--- src/rtl/button_event_ctrl.sv ---
// button_event_ctrl: per-button press/long-press FSMs feeding one round-robin arbitrated event port.
// Build option: define BUTTON_AUTO_REPEAT_EN for periodic repeat events while a button stays in HOLD.
module button_event_ctrl #(
  parameter  int N_BTN         = 5,
  parameter  int LONG_CYCLES   = 100_000_000,
  parameter  int REPEAT_CYCLES = 20_000_000,
  parameter  int CNT_W         = 27,
  localparam int IDW           = (N_BTN > 1) ? $clog2(N_BTN) : 1
) (
  input  logic             clk,
  input  logic             rst_n,
  input  logic [N_BTN-1:0] btn_in,
  output logic             evt_valid,
  input  logic             evt_ready,
  output logic [IDW-1:0]   evt_id,
  output logic             evt_long,
  output logic [N_BTN-1:0] btn_held
);

  localparam int MAX_LAST = ((LONG_CYCLES > REPEAT_CYCLES) ? LONG_CYCLES : REPEAT_CYCLES) - 1;

  // Reject configurations whose hold timers cannot reach the terminal counts.
  if ((LONG_CYCLES < 1) || (REPEAT_CYCLES < 1) || ($clog2(MAX_LAST + 1) > CNT_W)) begin : g_bad_cfg
    $error("button_event_ctrl: CNT_W too small for LONG_CYCLES/REPEAT_CYCLES");
  end

  localparam logic [CNT_W-1:0] LONG_LAST = CNT_W'(LONG_CYCLES - 1);
`ifdef BUTTON_AUTO_REPEAT_EN
  localparam logic [CNT_W-1:0] REPEAT_LAST = CNT_W'(REPEAT_CYCLES - 1);
`endif
  localparam logic [IDW:0]   N_EXT    = (IDW + 1)'(N_BTN);
  localparam logic [IDW-1:0] LAST_IDX = IDW'(N_BTN - 1);

  typedef enum logic [1:0] {IDLE, PRESS, HOLD} btn_state_e;

  btn_state_e       state_q [N_BTN];
  btn_state_e       state_d [N_BTN];
  logic [CNT_W-1:0] t_q     [N_BTN];
  logic [CNT_W-1:0] t_d     [N_BTN];

  logic [N_BTN-1:0] s_q;
  logic [N_BTN-1:0] press_pend_q, long_pend_q;
  logic [N_BTN-1:0] press_set, long_set, press_clr, long_clr;
  logic [N_BTN-1:0] held_d, cand;
  logic [IDW-1:0]   rr_q, win, arb_idx;
  logic [IDW:0]     arb_sum;
  logic             found, win_long, load;

  always_comb begin
    for (int unsigned i = 0; i < N_BTN; i++) begin
      state_d[i]   = state_q[i];
      t_d[i]       = t_q[i];
      press_set[i] = 1'b0;
      long_set[i]  = 1'b0;
      unique case (state_q[i])
        IDLE: begin
          if (s_q[i]) begin
            state_d[i]   = PRESS;
            t_d[i]       = '0;
            press_set[i] = 1'b1;
          end
        end
        PRESS: begin
          if (!s_q[i]) begin
            state_d[i] = IDLE;
            t_d[i]     = '0;
          end else if (t_q[i] == LONG_LAST) begin
            state_d[i]  = HOLD;
            t_d[i]      = '0;
            long_set[i] = 1'b1;
          end else begin
            t_d[i] = t_q[i] + 1'b1;
          end
        end
        HOLD: begin
          if (!s_q[i]) begin
            state_d[i] = IDLE;
            t_d[i]     = '0;
          end else begin
`ifdef BUTTON_AUTO_REPEAT_EN
            if (t_q[i] == REPEAT_LAST) begin
              t_d[i]      = '0;
              long_set[i] = 1'b1;
            end else begin
              t_d[i] = t_q[i] + 1'b1;
            end
`else
            t_d[i] = '0;
`endif
          end
        end
        default: begin
          state_d[i] = IDLE;
          t_d[i]     = '0;
        end
      endcase
      held_d[i] = (state_d[i] == HOLD);
    end
  end

  // Round-robin search starting at rr_q; rr_q < N_BTN so one wrap subtraction suffices.
  always_comb begin
    cand     = press_pend_q | long_pend_q;
    found    = 1'b0;
    win      = '0;
    win_long = 1'b0;
    arb_sum  = '0;
    arb_idx  = '0;
    for (int unsigned k = 0; k < N_BTN; k++) begin
      arb_sum = {1'b0, rr_q} + (IDW + 1)'(k);
      if (arb_sum >= N_EXT) arb_sum = arb_sum - N_EXT;
      arb_idx = arb_sum[IDW-1:0];
      if (!found && cand[arb_idx]) begin
        found    = 1'b1;
        win      = arb_idx;
        win_long = !press_pend_q[arb_idx];
      end
    end
  end

  assign load = !evt_valid || evt_ready;

  always_comb begin
    press_clr = '0;
    long_clr  = '0;
    if (load && found) begin
      if (win_long) long_clr[win]  = 1'b1;
      else          press_clr[win] = 1'b1;
    end
  end

  always_ff @(posedge clk or negedge rst_n) begin
    if (!rst_n) begin
      for (int unsigned i = 0; i < N_BTN; i++) begin
        state_q[i] <= IDLE;
        t_q[i]     <= '0;
      end
    end else begin
      for (int unsigned i = 0; i < N_BTN; i++) begin
        state_q[i] <= state_d[i];
        t_q[i]     <= t_d[i];
      end
    end
  end

  // Set terms are OR-ed after the clear so a same-cycle set survives.
  always_ff @(posedge clk or negedge rst_n) begin
    if (!rst_n) begin
      s_q          <= '0;
      press_pend_q <= '0;
      long_pend_q  <= '0;
      btn_held     <= '0;
      rr_q         <= '0;
      evt_valid    <= 1'b0;
      evt_id       <= '0;
      evt_long     <= 1'b0;
    end else begin
      s_q          <= btn_in;
      press_pend_q <= (press_pend_q & ~press_clr) | press_set;
      long_pend_q  <= (long_pend_q & ~long_clr) | long_set;
      btn_held     <= held_d;
      if (load) begin
        evt_valid <= found;
        if (found) begin
          evt_id   <= win;
          evt_long <= win_long;
          rr_q     <= (win == LAST_IDX) ? '0 : win + 1'b1;
        end
      end
    end
  end

endmodule
--- config.mk ---
export PLATFORM = sky130hd
export DESIGN_NAME = button_event_ctrl
export DESIGN_NICKNAME = d
export VERILOG_FILES = /design/src/rtl/button_event_ctrl.sv
export SDC_FILE = /design/constraint.sdc
export NUM_CORES = 1
export LEC_CHECK = 0
export ABC_AREA = 1
export CAP_MARGIN = 20
export CORE_ASPECT_RATIO = 2
export CORE_MARGIN = 1.5
export CORE_UTILIZATION = 65
export DETAILED_ROUTE_END_ITERATION = 10
export DONT_BUFFER_PORTS = 1
export GPL_TIMING_DRIVEN = 0
export PLACE_DENSITY = 0.87
export SLEW_MARGIN = 20
export SYNTH_ARGS = -nofsm -noshare
export SYNTH_HDL_FRONTEND = slang
export SYNTH_SLANG_ARGS = --single-unit
--- constraint.sdc ---
create_clock -name clk -period 3.3 [get_ports clk]
set_clock_uncertainty 0.2 [all_clocks]
set_input_delay 0.66 -clock clk [delete_from_list [all_inputs] [get_ports clk]]
set_output_delay 0.66 -clock clk [all_outputs]
set_load 0.01 [all_outputs]
==> metrics.md <==
| Metric | Value |
|---|---|
| Status | `complete, but fails checks` |
| Violated checks | `negative hold slack` |
| Clk Latency, worst-skew pair | `440 ps` |
| DR iter-0 viols | `~700` |
| Vias in the first global route | `around 10000` |
| Slew headroom | `0.404` |
| Count of cell types in the netlist | `54` |
| Max IR drop VDD | `approximately 0.00046 V` |
| Final worst setup slack | `191 ps` |
| Residual DRC | `0` |
| Yosys warns | `0` |
| Cells on worst reg2reg path | `21` |
| Vias per inst | `between 6 and 7` |
| Power per cell area | `between 700 and 800 nW/um^2` |
| Row cnt | `65` |
| CP Max Fanout | `7` |
| Mean Syn Cell Area | `7.39 um^2` |
| Post-synth top area cell | `dfrtp_1` |
| DIE AREA | `16700 um^2` |
| Initial antenna violation count | `0` |
| Leakage | `between 4 and 5 nW` |
| First-pass GRT wire length | `~44 mm` |
| FF-to-FF End | `press_pend_q[0]` |
| Max-cap violations | `0` |
| Ys async rst share | `1.00` |
| I/O Buffers | `0` |
| Worst-path clk slew | `approximately 80 ps` |
| Congestion Overflow GR | `0` |
| Inserted Diodes | `0` |
| Hold_ws | `-290 ps` |
| I/O pin total | `18` |
| EDFF count, synth | `0` |
| Met1 Use GR | `0.321` |
| CP startpoint | `rr_q[1]` |
| Synth top area cells | `dfrtp_1 (42%), nand2_1 (11%), inv_1 (7.0%), nand3_1 (5.5%), o21ai_0 (4.6%)` |
| Synthesized area | `between 10000 and 15000 um^2` |
| Dpl hpwl | `18.7 mm` |
| Layout cells sized above 1 | `0.0942` |
| Fillcell total | `around 1300` |
| Avg WL per Cell | `~16 um` |
| Cells after synthesis | `1400` |
| Worst Setup Slack post-DPL | `-257 ps` |
| Sink Count | `about 170` |
| Period Utilization, post-route | `0.942` |
| Critical Path AT | `between 3000 and 4000 ps` |
| Antenna-violating nets left | `0` |
| Largest net degree at the start of global routing | `174` |
| Layout area overhead | `10.0%` |
| Min Tclk post-route | `3110 ps` |
| Post-Place Cells | `1601` |
| CTS tree | `done` |
| H-tree lvl count | `4` |
| Main synth FF type | `dfrtp_1` |
| CP required | `between 3000 and 4000 ps` |
| Crit end category | `flop` |
| FF+latch count, synth | `173` |
| Pins Over Slew Limit | `0` |
| Startpoint types | `flop` |
| Post-route insts no fill | `roughly 1600` |
| Placer Congestion | `around 1` |
| Seq/Total Area, Yosys | `0.419` |
| Final net count | `around 1500` |
| Worst R2R Setup Slack | `about 190 ps` |
| Critical Path Sink | `press_pend_q[0]` |
| Max clock buf depth | `2` |
| Root Buffer | `clkbuf_16` |
| CTS buffer count | `17` |
| Final WL | `26.6 mm` |
| Met3 Use GR | `0.0532` |
| Vias | `around 10000` |
| Least-Margin Pin Slew | `886 ps` |
| Post-synth top area share | `0.419` |
| Initial Util | `0.659` |
| Top Usage Layer GRT | `met2` |
| Core box area | `approximately 16000 um^2` |
| Die Height | `roughly 180 um` |
| DIE WIDTH | `roughly 92 um` |
| Synthesized net count | `around 1400` |
| GRT Overall Usage | `0.326` |
| Reg2reg start | `rr_q[1]` |
| Worst Hold Class | `in -> async` |
| Met2 Track Usage GR | `0.608` |
| Setup violators final | `0` |
| Multi-input gate area | `approximately 5200 um^2` |
| Register area | `between 4000 and 5000 um^2` |
| Fmax | `approximately 320 MHz` |
| DRT Pass-1 Iters | `8` |
| Fin. Hold Viols | `173` |
| Crit Path Class | `reg -> reg` |
layout make-up:
| class | instances | area share |
|---|---|---|
| tap | 201 | 0.0221 |
| clock inverter | 15 | 0.0173 |
| sequential | 173 | 0.381 |
| buffer | 19 | 0.00704 |
| clock buffer | 17 | 0.0374 |
| inverter | 204 | 0.0684 |
| multi-input combinational | 1004 | 0.460 |
| timing repair buffer | 11 | 0.00726 |
repair_timing:
| action | 4_1_cts | 5_1_grt |
|---|---|---|
| pin swaps | 0 | 3 |
| hold endpoints to repair | 173 | 173 |
| resized for setup | 7 | 21 |
| endpoints found under the setup margin | 17 | 17 |
| buffers inserted | 3 | 8 |
cell usage in the layout, fill, tap and decap left out, types with 8 or more instances in the layout:
cell	instances
buf_4	11
o21ai_1	8
nor3_1	60
ha_1	12
o32ai_1	9
o31ai_1	10
o21ai_0	91
o22ai_1	24
a21oi_1	54
clkbuf_1	17
nand2_2	23
nor2_2	14
nor4_1	25
xor2_1	15
nor2_1	124
nand4_1	45
inv_1	191
dfrtp_1	170
nand2_1	296
clkbuf_16	17
nand3_1	112
routing by layer:
layer  part of all wire  wire length (um)
met5                  0                 0
met4              0.060              1580
met3              0.036               955
met2               0.55             14500
met1               0.36              9470
worst min path at each step:
| stage | to | depth (start not counted) | slack [ps] |
|---|---|---|---|
| after floorplan | btn_held[0] | 0 | 160 |
| after global placement | t_q[35] | 0 | 170 |
| after detailed placement | t_q[36] | 0 | 170 |
| after CTS | t_q[36] | 0 | -300 |
| after global routing | t_q[53] | 0 | -310 |
| final | t_q[42] | 0 | -290 |
critical path, stage by stage, from the launching register on:
cell and delay [ps]:
dfrtp_2 410, clkinvlp_4 110, buf_4 160, ha_1 310, inv_1 60, nand2_1 120
nand2_4 150, inv_1 70, o21ai_2 200, inv_1 80, nand4_1 90, nand2_2 120
nand3_2 110, nor2_1 40, nor2_1 120, nand2_1 110, nor2_4 160, nand2_1 110
nor2_2 110, nand2_1 60, nand2_1 60, nand2_1 50
through the flow:
step	total power (W)	cell area [um^2]	hold WS, ps	utilization	setup TNS [ps]
after floorplan	0.00516	10300	164	-	0
after global placement	0.00586	10600	168	0.675	-2020
after detailed placement	0.00591	10600	168	0.675	-2880
after CTS	0.00805	11300	-300	0.717	0
after global routing	0.00893	11400	-306	0.725	-183
final	0.00839	11400	-290	0.725	0
cell families (layout without fill, tap and decap cells):
family	Yosys count	count (layout)	share of synthesized area
xor gates and xnor gates	18	18	0.0160
buffers and inverters	223	266	0.0821
and+or+nand+nor	733	733	0.330
AOI/OAI and AO/OA	239	239	0.136
DFF	173	173	0.419
adders and majority gates	14	14	0.0177
state kept, by name, indices dropped and copies added (netlist names):
name and count:
evt_id 3, evt_valid 1, btn_held 5, long_pend_q 5, press_pend_q 5, evt_long 1
t_q 135, s_q 5, rr_q 3, state_q 10
cell usage after synthesis (all sizes together), types with 9 or more instances:
cell type,number
a21oi,54
clkbuf,17
dfrtp,173
ha,13
inv,201
nand2,325
nand3,119
nand4,46
nor2,144
nor3,62
nor4,27
o21ai,107
o22ai,24
o31ai,10
o32ai,9
xor2,16
where the power goes:
part | switching, W | internal, W | leakage (nW)
clock | 0.000987 | 0.00110 | 0.298
combinational | 0.00263 | 0.00127 | 2.19
sequential | 0.000147 | 0.00226 | 2.35
total | 0.00377 | 0.00463 | 4.84
(Power assumes the default switching activity.)
